<file path="src/rtl/mem_access_pkg.sv">
// Shared definitions for the MEM stage: default widths, funct3 access codes,
// FSM state encoding and the access-size helper.
package mem_access_pkg;

   localparam int DEF_ADDR_LEN     = 32;
   localparam int DEF_REG_LEN      = 32;
   localparam int DEF_REG_ADDR_LEN = 5;

   localparam logic [2:0] F3_LB  = 3'b000;
   localparam logic [2:0] F3_LH  = 3'b001;
   localparam logic [2:0] F3_LW  = 3'b010;
   localparam logic [2:0] F3_LBU = 3'b100;
   localparam logic [2:0] F3_LHU = 3'b101;
   localparam logic [2:0] F3_SB  = 3'b000;
   localparam logic [2:0] F3_SH  = 3'b001;
   localparam logic [2:0] F3_SW  = 3'b010;

   typedef enum logic [1:0] {
      ST_IDLE      = 2'd0,
      ST_ACCESS    = 2'd1,
      ST_WAIT_LAST = 2'd2,
      ST_DONE      = 2'd3
   } state_t;

   // Index of the last byte of an access: 0 for byte, 1 for half, 3 otherwise.
   function automatic logic [1:0] last_byte_idx(input logic [1:0] size);
      case ({1'b0, size})
         F3_SB:   return 2'd0;
         F3_SH:   return 2'd1;
         default: return 2'd3;
      endcase
   endfunction

endpackage

</file>
<file path="src/rtl/mem_access_if.sv">
// Byte-wide memory-controller port between the MEM stage (master) and the controller (slave).
interface mem_access_if #(
   parameter int ADDR_LEN = 32
);
   // Handshake: a byte transfers in any cycle with mem_req && mem_grant. While mem_req is
   // high without mem_grant, mem_wr/mem_addr/mem_wdata stay stable. For reads, mem_rdata is
   // valid in the cycle after the accepting grant.
   logic                mem_req;
   logic                mem_wr;
   logic [ADDR_LEN-1:0] mem_addr;
   logic [7:0]          mem_wdata;
   logic                mem_grant;
   logic [7:0]          mem_rdata;

   modport master (
      output mem_req, mem_wr, mem_addr, mem_wdata,
      input  mem_grant, mem_rdata
   );

   modport slave (
      input  mem_req, mem_wr, mem_addr, mem_wdata,
      output mem_grant, mem_rdata
   );

endinterface

</file>
<file path="src/rtl/mem_access_load_extend.sv">
// Sign/zero extension of an assembled load word according to funct3.
module mem_access_load_extend
   import mem_access_pkg::*;
#(
   parameter int REG_LEN = DEF_REG_LEN
) (
   input  logic [REG_LEN-1:0] raw,
   input  logic [2:0]         funct3,
   output logic [REG_LEN-1:0] result
);

   always_comb begin
      result = raw;
      case (funct3)
         F3_LB:   result = {{(REG_LEN-8){raw[7]}}, raw[7:0]};
         F3_LBU:  result = {{(REG_LEN-8){1'b0}}, raw[7:0]};
         F3_LH:   result = {{(REG_LEN-16){raw[15]}}, raw[15:0]};
         F3_LHU:  result = {{(REG_LEN-16){1'b0}}, raw[15:0]};
         F3_LW:   result = raw;
         default: result = raw;
      endcase
   end

endmodule

</file>
<file path="src/rtl/mem_access.sv">
// MEM pipeline stage: serves loads/stores byte-serially over the memory-controller port,
// passes non-memory results through, and stalls the pipeline while an access runs.
module mem_access
   import mem_access_pkg::*;
#(
   parameter int ADDR_LEN     = DEF_ADDR_LEN,
   parameter int REG_LEN      = DEF_REG_LEN,
   parameter int REG_ADDR_LEN = DEF_REG_ADDR_LEN
) (
   input  logic                    clk,
   input  logic                    rst_n,
   input  logic                    load_enable_i,
   input  logic                    store_enable_i,
   input  logic [ADDR_LEN-1:0]     load_store_addr_i,
   input  logic [2:0]              funct3_i,
   input  logic [REG_LEN-1:0]      store_data_i,
   input  logic [REG_LEN-1:0]      rd_data_i,
   input  logic [REG_ADDR_LEN-1:0] rd_addr_i,
   input  logic                    rd_write_enable_i,
   mem_access_if.master            mem,
   output logic [REG_LEN-1:0]      rd_data_o,
   output logic [REG_ADDR_LEN-1:0] rd_addr_o,
   output logic                    rd_write_enable_o,
   output logic                    stall_req_o,
   output state_t                  state_o
);

   state_t                  state;
   logic                    is_store_q;
   logic [ADDR_LEN-1:0]     base_q;
   logic [2:0]              funct3_q;
   logic [REG_LEN-1:0]      store_data_q;
   logic [REG_ADDR_LEN-1:0] rd_addr_q;
   logic                    we_q;
   logic [1:0]              issue_cnt;
   logic [1:0]              recv_cnt;
   logic                    rx_pending;
   logic [REG_LEN-1:0]      word_q;
   logic [REG_LEN-1:0]      load_result;
   logic                    start;
   logic [1:0]              last_idx;

   assign start    = load_enable_i | store_enable_i;
   assign last_idx = last_byte_idx(funct3_q[1:0]);
   assign state_o  = state;

   mem_access_load_extend #(
      .REG_LEN (REG_LEN)
   ) u_load_extend (
      .raw    (word_q),
      .funct3 (funct3_q),
      .result (load_result)
   );

   always_ff @(posedge clk) begin
      if (!rst_n) begin
         state        <= ST_IDLE;
         is_store_q   <= 1'b0;
         base_q       <= '0;
         funct3_q     <= '0;
         store_data_q <= '0;
         rd_addr_q    <= '0;
         we_q         <= 1'b0;
         issue_cnt    <= '0;
         recv_cnt     <= '0;
         rx_pending   <= 1'b0;
         word_q       <= '0;
      end else begin
         // A read byte arrives one cycle after its grant, whatever the state is by then.
         rx_pending <= 1'b0;
         if (rx_pending) begin
            word_q[{recv_cnt, 3'b000} +: 8] <= mem.mem_rdata;
            recv_cnt                        <= recv_cnt + 2'd1;
         end
         case (state)
            ST_IDLE: begin
               if (start) begin
                  is_store_q   <= store_enable_i & ~load_enable_i;
                  base_q       <= load_store_addr_i;
                  funct3_q     <= funct3_i;
                  store_data_q <= store_data_i;
                  rd_addr_q    <= rd_addr_i;
                  we_q         <= rd_write_enable_i;
                  issue_cnt    <= '0;
                  recv_cnt     <= '0;
                  word_q       <= '0;
                  state        <= ST_ACCESS;
               end
            end
            ST_ACCESS: begin
               if (mem.mem_grant) begin
                  issue_cnt  <= issue_cnt + 2'd1;
                  rx_pending <= ~is_store_q;
                  if (issue_cnt == last_idx) begin
                     state <= is_store_q ? ST_DONE : ST_WAIT_LAST;
                  end
               end
            end
            ST_WAIT_LAST: state <= ST_DONE;
            ST_DONE:      state <= ST_IDLE;
            default:      state <= ST_IDLE;
         endcase
      end
   end

   // Outputs are forced to zero while rst_n is low so an abort is visible immediately.
   always_comb begin
      mem.mem_req       = 1'b0;
      mem.mem_wr        = 1'b0;
      mem.mem_addr      = '0;
      mem.mem_wdata     = '0;
      rd_data_o         = '0;
      rd_addr_o         = '0;
      rd_write_enable_o = 1'b0;
      stall_req_o       = 1'b0;
      if (rst_n) begin
         case (state)
            ST_IDLE: begin
               if (start) begin
                  stall_req_o = 1'b1;
               end else begin
                  rd_data_o         = rd_data_i;
                  rd_addr_o         = rd_addr_i;
                  rd_write_enable_o = rd_write_enable_i;
               end
            end
            ST_ACCESS: begin
               stall_req_o   = 1'b1;
               mem.mem_req   = 1'b1;
               mem.mem_wr    = is_store_q;
               mem.mem_addr  = base_q + ADDR_LEN'(issue_cnt);
               mem.mem_wdata = store_data_q[{issue_cnt, 3'b000} +: 8];
            end
            ST_WAIT_LAST: stall_req_o = 1'b1;
            ST_DONE: begin
               rd_addr_o = rd_addr_q;
               if (!is_store_q) begin
                  rd_data_o         = load_result;
                  rd_write_enable_o = we_q;
               end
            end
            default: ;
         endcase
      end
   end

endmodule
</file>
<file path="src/flat_wrapper.sv">
// flat-port wrapper written by rule: the top's interface ports become plain ports
module mem_access_flat import mem_access_pkg::*;
#(
   parameter int ADDR_LEN     = DEF_ADDR_LEN,
   parameter int REG_LEN      = DEF_REG_LEN,
   parameter int REG_ADDR_LEN = DEF_REG_ADDR_LEN
)
  (clk, rst_n, load_enable_i, store_enable_i, load_store_addr_i, funct3_i, store_data_i, rd_data_i, rd_addr_i, rd_write_enable_i, rd_data_o, rd_addr_o, rd_write_enable_o, stall_req_o, state_o, mem_mem_req, mem_mem_wr, mem_mem_addr, mem_mem_wdata, mem_mem_grant, mem_mem_rdata);
  mem_access_if #(.ADDR_LEN(ADDR_LEN)) mem_i ();
  input  logic clk;
  input  logic rst_n;
  input  logic load_enable_i;
  input  logic store_enable_i;
  input  logic [ADDR_LEN-1:0] load_store_addr_i;
  input  logic [2:0] funct3_i;
  input  logic [REG_LEN-1:0] store_data_i;
  input  logic [REG_LEN-1:0] rd_data_i;
  input  logic [REG_ADDR_LEN-1:0] rd_addr_i;
  input  logic rd_write_enable_i;
  output logic [REG_LEN-1:0] rd_data_o;
  output logic [REG_ADDR_LEN-1:0] rd_addr_o;
  output logic rd_write_enable_o;
  output logic stall_req_o;
  output state_t state_o;
  output wire logic [$bits(mem_i.mem_req)-1:0] mem_mem_req;
  output wire logic [$bits(mem_i.mem_wr)-1:0] mem_mem_wr;
  output wire logic [$bits(mem_i.mem_addr)-1:0] mem_mem_addr;
  output wire logic [$bits(mem_i.mem_wdata)-1:0] mem_mem_wdata;
  input wire logic [$bits(mem_i.mem_grant)-1:0] mem_mem_grant;
  input wire logic [$bits(mem_i.mem_rdata)-1:0] mem_mem_rdata;
  assign mem_mem_req = mem_i.mem_req;
  assign mem_mem_wr = mem_i.mem_wr;
  assign mem_mem_addr = mem_i.mem_addr;
  assign mem_mem_wdata = mem_i.mem_wdata;
  assign mem_i.mem_grant = mem_mem_grant;
  assign mem_i.mem_rdata = mem_mem_rdata;
  mem_access #(.ADDR_LEN(ADDR_LEN), .REG_LEN(REG_LEN), .REG_ADDR_LEN(REG_ADDR_LEN)) u_core (.clk(clk), .rst_n(rst_n), .load_enable_i(load_enable_i), .store_enable_i(store_enable_i), .load_store_addr_i(load_store_addr_i), .funct3_i(funct3_i), .store_data_i(store_data_i), .rd_data_i(rd_data_i), .rd_addr_i(rd_addr_i), .rd_write_enable_i(rd_write_enable_i), .mem(mem_i), .rd_data_o(rd_data_o), .rd_addr_o(rd_addr_o), .rd_write_enable_o(rd_write_enable_o), .stall_req_o(stall_req_o), .state_o(state_o));
endmodule
</file>
<file path="config.mk">
export PLATFORM = sky130hd
export DESIGN_NAME = mem_access_flat
export DESIGN_NICKNAME = d
export VERILOG_FILES = /design/src/rtl/mem_access_pkg.sv /design/src/rtl/mem_access_if.sv /design/src/rtl/mem_access_load_extend.sv /design/src/rtl/mem_access.sv /design/src/flat_wrapper.sv
export SDC_FILE = /design/constraint.sdc
export NUM_CORES = 1
export LEC_CHECK = 0
export CORE_ASPECT_RATIO = 1.25
export CORE_MARGIN = 10
export CORE_UTILIZATION = 50
export CTS_CLUSTER_DIAMETER = 50
export DETAILED_ROUTE_END_ITERATION = 12
export HOLD_SLACK_MARGIN = 0.05
export PLACE_DENSITY = 0.87
export SETUP_SLACK_MARGIN = 0.5
export SYNTH_ARGS = -nofsm -noshare
export SYNTH_HDL_FRONTEND = slang
export SYNTH_SLANG_ARGS = --single-unit
</file>
<file path="constraint.sdc">
create_clock -name clk -period 5.44 [get_ports clk]
set_input_delay 1.088 -clock clk [delete_from_list [all_inputs] [get_ports clk]]
set_output_delay 1.088 -clock clk [all_outputs]
set_load 0.02 [all_outputs]
</file>
## Yosys cells after proc, flatten, opt, wreduce, memory -nomap -nowiden

Cells that the tools add are included.

- Logic and storage cells: 81
- Register bits: 113
- Output and inout bits: 83
- Bits of input ports: 118

- Shift operators: 3
- Add/subtract/negate cells: 4
- Reductions and logical operators: 9
- Multiplexer cells: 39
- Bitwise operators: 4
- Eq/ne operators: 11

Operators by type and width:

| operator | count |
|---|---|
| $mux W32 | 8 |
| $pmux W32 S4 | 1 |
| $pmux W32 S2 | 1 |
| $add A32 B2 Y32 | 1 |
| $bwmux W32 | 1 |
| $shift A8 B7 Y32 const A | 1 |
| $shiftx A32 B6 Y8 | 1 |
| $shiftx A8 B7 Y32 | 1 |
| $mux W2 | 8 |
| $mux W8 | 2 |
| $mux W1 | 10 |
| $mux W5 | 2 |
| $pmux W5 S2 | 1 |
| $reduce_and A3 Y1 | 3 |
| $pmux W2 S2 | 2 |
| $pmux W2 S4 | 1 |
| $neg A5 Y7 | 1 |
| $eq A3 B3 Y1 const B | 2 |
| $add A2 B1 Y2 const B | 2 |
| $eq A2 B1 Y1 const B | 2 |
| $eq A2 B2 Y1 const B | 2 |
| $logic_not A2 Y1 | 2 |
| $ne A2 B1 Y1 const B | 2 |
| $pmux W1 S2 | 2 |
| other kinds (10) | 11 |

## Logic depth before layout (Yosys ltp)

Gate-level depths: netlist of run 1.

- Depth in word-level cells: 6
- Gate-level depth with buffers: 8
- Mapped depth without buffers: 6

## Hierarchy

From an unflattened synthesis of run 1, not the netlist that was laid out.

- Cell total of the unflattened synthesis: 810
- Area total of the unflattened synthesis: 6052.1 um2

Modules (own cells, without submodules):

| module | seq. area each (um2) | cells an instance | instances | area each (um2) |
|---|---|---|---|---|
| mem_access | 2262.2 | 743 | 1 | 5696.7 |
| mem_access_load_extend | 0.0 | 67 | 1 | 355.3 |

## Worst setup path after synthesis of run 1

No wires, ideal clock.

- Path kind: input -> output
- Start: input port store_enable_i
- End: output port rd_data_o[7]
- Stages on the path: 4
- Path buffers: 1
- Setup slack: 2.206 ns
- Data arrival time: 2.146 ns
- Cells stage by stage: nor3b_2 clkbuf_1 a22oi_1 nor2_1

- Cells in the longest elaborated chain, start to end: 4

RTL lines:

| element | RTL line | text |
|---|---|---|
| from (decl) | flat_wrapper.sv:13 | `input logic store_enable_i;` |
| $or A1 B1 Y1 | mem_access.sv:43 | `assign start = load_enable_i \| store_enable_i;` |
| $mux W32 | mem_access.sv:119 | `if (start) begin` |
| $pmux W32 S2 | mem_access.sv:117 | `case (state)` |
| $mux W32 | mem_access.sv:116 | `if (rst_n) begin` |
| to (decl) | flat_wrapper.sv:20 | `output logic [REG_LEN-1:0] rd_data_o;` |

Every way passes these cells.

## Worst setup path after layout of run 1

- Start: register u_core.issue_cnt[1]
- End: output port mem_mem_addr[28]

- Cells in the longest elaborated chain, start to end: 3

RTL lines:

| element | RTL line | text |
|---|---|---|
| from (decl) | mem_access.sv:35 | `logic [1:0] issue_cnt;` |
| from (signal assigned) | mem_access.sv:92 | `issue_cnt <= issue_cnt + 2'd1;` |
| $add A32 B2 Y32 | mem_access.sv:131 | `mem.mem_addr = base_q + ADDR_LEN'(issue_cnt);` |
| $mux W32 | mem_access.sv:117 |  |
| $mux W32 | mem_access.sv:116 |  |
| to (decl) | flat_wrapper.sv:27 | `output wire logic [$bits(mem_i.mem_addr)-1:0] mem_mem_addr;` |

Every way passes these cells.

==> impl_metrics.tcl, run 1 <==
set metrics [dict create \
    critical_path.cell_chain "fa_1 -> and3_1 -> nand2_1 -> or4_1 -> a21oi_1 -> clkdlybuf4s50_1" \
    critical-path-top-delay-family "simple AND/OR/NAND/NOR gates" \
    slowest_stage_delay_cp_ps 780 \
    worst_slew_pin_slew_ps 1170 \
    routed_wire_length_per_instance_um 17.4 \
    slowest_stage "sky130_fd_sc_hd__dfxtp_1" \
    synth_cells 782 \
    maxCapViolations 0 \
    p_comb_share_pct 33.5 \
    run_status "finished clean" \
    grt_first_pass_wirelength_mm 31.5 \
    slew_headroom_pct 22.1 \
    synth-edff-count 0 \
    crit_fanout 16 \
    power-per-cell-area_mw_per_mm2 393 \
    design_power_total_w 0.00339 \
    post-route-min-period_ps 4750 \
    clock-sinks 113 \
    yosys_register_bits 113 \
    rsz0062_at_grt "no" \
    worst_ep_arrival_time_ps 3660 \
    p_seq_share_pct 33.2 \
    layout_worst_path_cycle_share_pct 87.2 \
    reg2reg_setup_slack_ps 3210 \
    critical_path_launch_point_type "register" \
    grt_start_max_net_pins 78 \
    leak_pwr_nw 2.95 \
    diodes 0 \
    area_delta_synth_final_pct 44.8 \
    cell_types_with_the_largest_area_share_after_synthesis "sky130_fd_sc_hd__dfxtp_1 (38%), sky130_fd_sc_hd__nand2_1 (11%), sky130_fd_sc_hd__a21oi_1 (9.3%), sky130_fd_sc_hd__a22oi_1 (5.8%), sky130_fd_sc_hd__nor2_1 (5.3%)" \
    floorplan.core_area_mm2 0.0116 \
    finalWeightedCongestion 0.934 \
    syn_area_per_cell_um2 7.62 \
    final_max_slew_viol_count 0 \
    root_buffer "sky130_fd_sc_hd__clkbuf_16" \
    cts_buffers 17 \
    power.share.clock_pct 33.4 \
    flip_flop_cell_with_the_highest_count_after_synthesis "sky130_fd_sc_hd__dfxtp_1" \
    io_pins 201 \
    grt_antenna_before_repair 0 \
    htree_num_levels 4 \
    cts_repair_resize_count 0 \
    route.antenna.remaining_nets 0 \
    synth_sequential_area_ratio_pct 38.0 \
    cts.reportedPaths.clkPinSlew_ps 50 \
    cts_tree "built" \
    drt_iter0_drc 470 \
    fin_skew_ps 7.80 \
    cts.repair_timing.setup_buffer_count 0 \
    power_report.internal_total_w 0.00214 \
    ys_async_sr_fraction_pct 0 \
    nets 1083 \
    grt_overflow 0 \
    worst_ir_drop_vdd_uv 257 \
    via_density_per_instance 5.65 \
    mappedNetlistNets 912 \
    power.net_switching_w 0.00125 \
    route.vias.total 6364 \
    worst_hold_path_type "reg -> reg" \
    fmax_mhz 211 \
    report.final.setup_viol 0 \
    die-width_um 118 \
    critical_path.n_buffers_inverters 1 \
    number_of_placement_rows 44 \
    ys_types 49 \
    endpoint_kind "primary output" \
    synth_top_area_cell "sky130_fd_sc_hd__dfxtp_1" \
    detail_route.drc_violations 0 \
    final_layout_size_suffix_gt1_share_pct 6.63 \
    ys_warn_count 0 \
    drtPass1Iterations 5 \
    worst-setup-path-type "reg -> out" \
    setup-tns-final_ps 0 \
    synth.cell_area_mm2 0.00596 \
    port-buffer-count 200 \
    postRouteWirelength_mm 19.6 \
    p_sw_share_pct 36.8 \
    vias_in_the_first_global_route 6289 \
    dp.final_hpwl_mm 13.7 \
    dieArea_mm2 0.0167 \
    worst-endpoint-required_ps 4350 \
    clk-insertion-delay-late_ps 410 \
    hold_viol 0 \
    die_height_um 142 \
    synth_top_cell_area_share_pct 38.0 \
    cts_hold_repair.buffers 0 \
    global_route.usage.total_pct 22.7 \
    max-clock-path-buffers 2 \
    initial_core_util_pct 51.3 \
]
## power groups by stage
stage,logic [W],clock network (W),registers (W)
2_1_floorplan,0.000750,0,0.00110
3_3_place_gp,0.00112,0,0.00113
3_5_place_dp,0.00113,0,0.00114
4_1_cts,0.00114,0.00115,0.00112
5_1_grt,0.00126,0.00118,0.00115
6_report,0.00113,0.00113,0.00113
## cells in the final DEF, fill, tap and decap left out, types with 2 or more instances in the layout
cell type / count
sky130_fd_sc_hd__a21oi_1: 111
sky130_fd_sc_hd__a22oi_1: 46
sky130_fd_sc_hd__a32oi_1: 16
sky130_fd_sc_hd__and2_1: 10
sky130_fd_sc_hd__and3_1: 5
sky130_fd_sc_hd__and4_1: 4
sky130_fd_sc_hd__buf_4: 11
sky130_fd_sc_hd__bufinv_16: 3
sky130_fd_sc_hd__clkbuf_16: 17
sky130_fd_sc_hd__clkdlybuf4s50_1: 200
sky130_fd_sc_hd__clkinv_4: 5
sky130_fd_sc_hd__clkinvlp_4: 2
sky130_fd_sc_hd__dfxtp_1: 113
sky130_fd_sc_hd__ha_1: 11
sky130_fd_sc_hd__inv_1: 9
sky130_fd_sc_hd__inv_6: 3
sky130_fd_sc_hd__mux4_2: 8
sky130_fd_sc_hd__nand2_1: 169
sky130_fd_sc_hd__nand2b_1: 18
sky130_fd_sc_hd__nand3_1: 12
sky130_fd_sc_hd__nand4_1: 6
sky130_fd_sc_hd__nand4_2: 2
sky130_fd_sc_hd__nor2_1: 84
sky130_fd_sc_hd__nor2b_1: 2
sky130_fd_sc_hd__nor3_1: 3
sky130_fd_sc_hd__nor3b_1: 2
sky130_fd_sc_hd__nor4_1: 5
sky130_fd_sc_hd__nor4b_2: 2
sky130_fd_sc_hd__o21ai_0: 16
sky130_fd_sc_hd__o21bai_1: 2
sky130_fd_sc_hd__o31ai_1: 13
sky130_fd_sc_hd__or3_1: 5
sky130_fd_sc_hd__or3b_1: 2
sky130_fd_sc_hd__or4_1: 16
sky130_fd_sc_hd__xnor2_1: 6
sky130_fd_sc_hd__xor2_1: 7
## metal layers
layer	vias to the layer above	wire length (um)	global-route usage, %
li1	3098	-	-
met1	2965	7770	25.1
met2	257	9970	40.0
met3	44	1260	5.95
met4	0	566	10.5
met5	-	0	0
## cells by family after synthesis
| family | synth area share (%) |
|---|---|
| buffers and inverters | 4.83 |
| DFF | 38.0 |
| AOI/OAI and AO/OA | 21.9 |
| adders and majority gates | 2.65 |
| and+or+nand+nor | 27.5 |
| xor gates and xnor gates | 1.91 |
| muxes | 3.19 |
## cell type report
cell class | instances | area (um2)
Clock buffer | 18 | 429
Clock inverter | 14 | 180
Fill cell | 909 | 2990
Inverter | 10 | 37.5
Multi-Input combinational cell | 600 | 3430
Sequential cell | 113 | 2260
Tap cell | 161 | 201
Timing Repair Buffer | 211 | 2080
## worst min-delay path, stage by stage (launching register included)
cell and delay (ps):
sky130_fd_sc_hd__dfxtp_1 300, sky130_fd_sc_hd__nand2_1 50, sky130_fd_sc_hd__a21oi_1 50
## per-stage QoR
stage / util, % / hold WS, ps / instance area (um2) / cells / worst slack (ps)
after CTS: 74.2 / 455 / 8620 / 1127 / 715
after floorplan: - / 433 / 5960 / 782 / 2210
final: 74.2 / 454 / 8620 / 1127 / 694
after global placement: 69.0 / 441 / 8020 / 1095 / 1110
after detailed placement: 69.0 / 447 / 8020 / 1095 / 1120
after global routing: 74.2 / 465 / 8620 / 1127 / 573
## flip-flops by register name (all words and copies together), names as in the netlist, 2 cells and up
register             cells
u_core.base_q           32
u_core.store_data_q     32
u_core.word_q           32
u_core.rd_addr_q         5
u_core.funct3_q          3
u_core.issue_cnt         2
u_core.recv_cnt          2
u_core.state_o           2
## final timing paths
path | from | end | depth (start not counted)
max | u_core.issue_cnt[1]$_SDFFE_PN0P_ | mem_mem_addr[28] | 6
min | u_core.store_data_q[15]$_SDFFE_PN0P_ | u_core.store_data_q[15]$_SDFFE_PN0P_ | 2
max reg2reg | u_core.recv_cnt[0]$_SDFF_PN0_ | u_core.word_q[16]$_SDFF_PN0_ | 6
min reg2reg | u_core.store_data_q[15]$_SDFFE_PN0P_ | u_core.store_data_q[15]$_SDFFE_PN0P_ | 2
## Yosys cell counts (6+ instances only)
master	n
sky130_fd_sc_hd__nand2_1	169
sky130_fd_sc_hd__dfxtp_1	113
sky130_fd_sc_hd__a21oi_1	111
sky130_fd_sc_hd__nor2_1	84
sky130_fd_sc_hd__clkbuf_1	51
sky130_fd_sc_hd__a22oi_1	46
sky130_fd_sc_hd__nand2b_1	18
sky130_fd_sc_hd__o21ai_0	17
sky130_fd_sc_hd__a32oi_1	16
sky130_fd_sc_hd__or4_1	16
sky130_fd_sc_hd__o31ai_1	13
sky130_fd_sc_hd__nand3_1	12
sky130_fd_sc_hd__ha_1	11
sky130_fd_sc_hd__and2_1	10
sky130_fd_sc_hd__inv_1	9
sky130_fd_sc_hd__mux4_2	8
sky130_fd_sc_hd__xor2_1	7
sky130_fd_sc_hd__nand4_1	6
sky130_fd_sc_hd__xnor2_1	6
(Power assumes the default switching activity.)
==> run 2: changes to the inputs <==
--- a/config.mk
+++ b/config.mk
@@ -12,6 +12,7 @@
 export DETAILED_ROUTE_END_ITERATION = 12
 export HOLD_SLACK_MARGIN = 0.05
 export PLACE_DENSITY = 0.87
+export REMOVE_ABC_BUFFERS = 1
 export SETUP_SLACK_MARGIN = 0.5
 export SYNTH_ARGS = -nofsm -noshare
 export SYNTH_HDL_FRONTEND = slang
==> run 2 against run 1 <==
Compared with the run above: combinational power barely moved; die area did not move; non-clock buffer count did not move; worst setup slack improved by 84 ps; register-to-register slack got worse by 120 ps; global-route usage fell by 0.59 points; hold slack got worse by 0.72 ps; largest cell class unchanged; first-iteration DRC count fell by 15%.
==> impl_metrics.tcl, run 2 (same netlist as run 1, synthesis figures left out) <==
set metrics [dict create \
    routed_wire_length_per_instance_um 17.3 \
    critical_path_launch_point_type "register" \
    reg2reg_from "u_core.recv_cnt[0]$_SDFF_PN0_" \
    fin_skew_ps 14.9 \
    io_pins 201 \
    cts.reportedPaths.clkPinSlew_ps 50 \
    route.vias.total 6346 \
    floorplan.core_area_mm2 0.0116 \
    dp.final_hpwl_mm 13.9 \
    via_density_per_instance 5.63 \
    route.antenna.remaining_nets 0 \
    design_area_mm2 0.00863 \
    maxCapViolations 0 \
    worstSetupStartpoint "u_core.issue_cnt[1]$_SDFFE_PN0P_" \
    cts_repair_resize_count 0 \
    nets 1083 \
    run_status "finished clean" \
    cts_tree "built" \
    area_delta_synth_final_pct 44.9 \
    hold_viol 0 \
    placed_cell_area_mm2 0.00802 \
    power-per-cell-area_mw_per_mm2 395 \
    number_of_placement_rows 44 \
    rsz0062_at_grt "no" \
    max-clock-path-buffers 2 \
    drtPass1Iterations 6 \
    grt_first_pass_wirelength_mm 30.5 \
    grt_overflow 0 \
    clk-insertion-delay-late_ps 410 \
    final_layout_size_suffix_gt1_share_pct 6.63 \
    final_max_slew_viol_count 0 \
    htree_num_levels 4 \
    vias_in_the_first_global_route 6129 \
    report.final.setup_viol 0 \
    worst_hold_path_type "reg -> reg" \
    worst_ir_drop_vdd_uv 304 \
    port-buffer-count 200 \
    post-route-min-period_ps 4660 \
    drt_iter0_drc 400 \
    worst_hold_startpoint "u_core.store_data_q[4]$_SDFFE_PN0P_" \
    diodes 0 \
    leak_pwr_nw 2.96 \
    hold-worst-slack_ps 454 \
    crit_fanout 16 \
    worst_ep_arrival_time_ps 3570 \
    postRouteWirelength_mm 19.5 \
    slew_headroom_pct 23.9 \
    largestRegisters "u_core.base_q x32, u_core.store_data_q x32, u_core.word_q x32" \
    die_height_um 142 \
    worst-setup-path-type "reg -> out" \
    grt_start_max_net_pins 78 \
    finalWeightedCongestion 0.828 \
    grt_antenna_before_repair 0 \
    clock-sinks 113 \
    initial_core_util_pct 51.3 \
    detail_route.drc_violations 0 \
    dieArea_mm2 0.0167 \
    cts.repair_timing.setup_buffer_count 0 \
    fmax_mhz 214 \
    worst-endpoint-required_ps 4350 \
    endpoint_kind "primary output" \
    global_route.usage.total_pct 22.1 \
    layout.cells.most_common "sky130_fd_sc_hd__clkdlybuf4s50_1" \
    cts_buffers 17 \
    root_buffer "sky130_fd_sc_hd__clkbuf_16" \
    layout_worst_path_cycle_share_pct 85.7 \
    die-width_um 118 \
    layout.cells.most_common_list "sky130_fd_sc_hd__clkdlybuf4s50_1 (200), sky130_fd_sc_hd__nand2_1 (169), sky130_fd_sc_hd__dfxtp_1 (113), sky130_fd_sc_hd__a21oi_1 (111), sky130_fd_sc_hd__nor2_1 (84)" \
    cts_hold_repair.buffers 0 \
    worst_slew_pin_slew_ps 1140 \
]
## run 2: changes by cell type in the layout (fill, tap and decap cells not counted), sizes merged
cell,before,now
bufinv,3,4
clkinvlp,2,3
inv,13,11
## run 2: power breakdown
group | internal (W) | switching [W] | total (W)
sequential | 0.000978 | 0.000160 | 0.00114
clock | 0.000764 | 0.000389 | 0.00115
combinational | 0.000441 | 0.000676 | 0.00112
total | 0.00218 | 0.00123 | 0.00341
## run 2: layer usage
layer  routed length, um  GRT usage (%)  part of all wire, %  up-vias
li1                    -              -                    -     3097
met1                7360           22.8                   38     2919
met2                9750           38.9                   50      281
met3                1800           9.65                  9.3       49
met4                 568           8.74                  2.9        0
met5                   0              0                    0        -
## run 2: area by class of cell
class,instances,area [um2]
repair buffers,211,2080
inverters,10,37.5
well taps,161,201
clock buffers,18,429
flip-flops and latches,113,2260
clock inverters,14,189
fillers,860,2980
multi-input cells,600,3430
## run 2: worst max-delay path: stages, from the launching register on
cell	delay, ps
sky130_fd_sc_hd__dfxtp_1	760
sky130_fd_sc_hd__fa_1	360
sky130_fd_sc_hd__and3_1	280
sky130_fd_sc_hd__nand2_1	340
sky130_fd_sc_hd__or4_1	570
sky130_fd_sc_hd__a21oi_1	220
sky130_fd_sc_hd__clkdlybuf4s50_1	640
## run 2: per-stage QoR
| step | setup WS [ps] | std cells | util [%] | total power [W] | setup TNS (ps) |
|---|---|---|---|---|---|
| after floorplan | -1580 | 723 | - | 0.00180 | -52950 |
| after global placement | 1060 | 1095 | 69.0 | 0.00223 | 0 |
| after detailed placement | 1050 | 1095 | 69.0 | 0.00227 | 0 |
| after CTS | 779 | 1127 | 74.3 | 0.00342 | 0 |
| after global routing | 565 | 1127 | 74.3 | 0.00359 | 0 |
| final | 778 | 1127 | 74.3 | 0.00341 | 0 |
## run 2: worst paths after layout
check,to,slack [ps],cells past startpoint
max,mem_mem_addr[22],780,6
min,u_core.store_data_q[4]$_SDFFE_PN0P_,450,2
max reg2reg,u_core.word_q[20]$_SDFF_PN0_,3090,6
min reg2reg,u_core.store_data_q[4]$_SDFFE_PN0P_,450,2
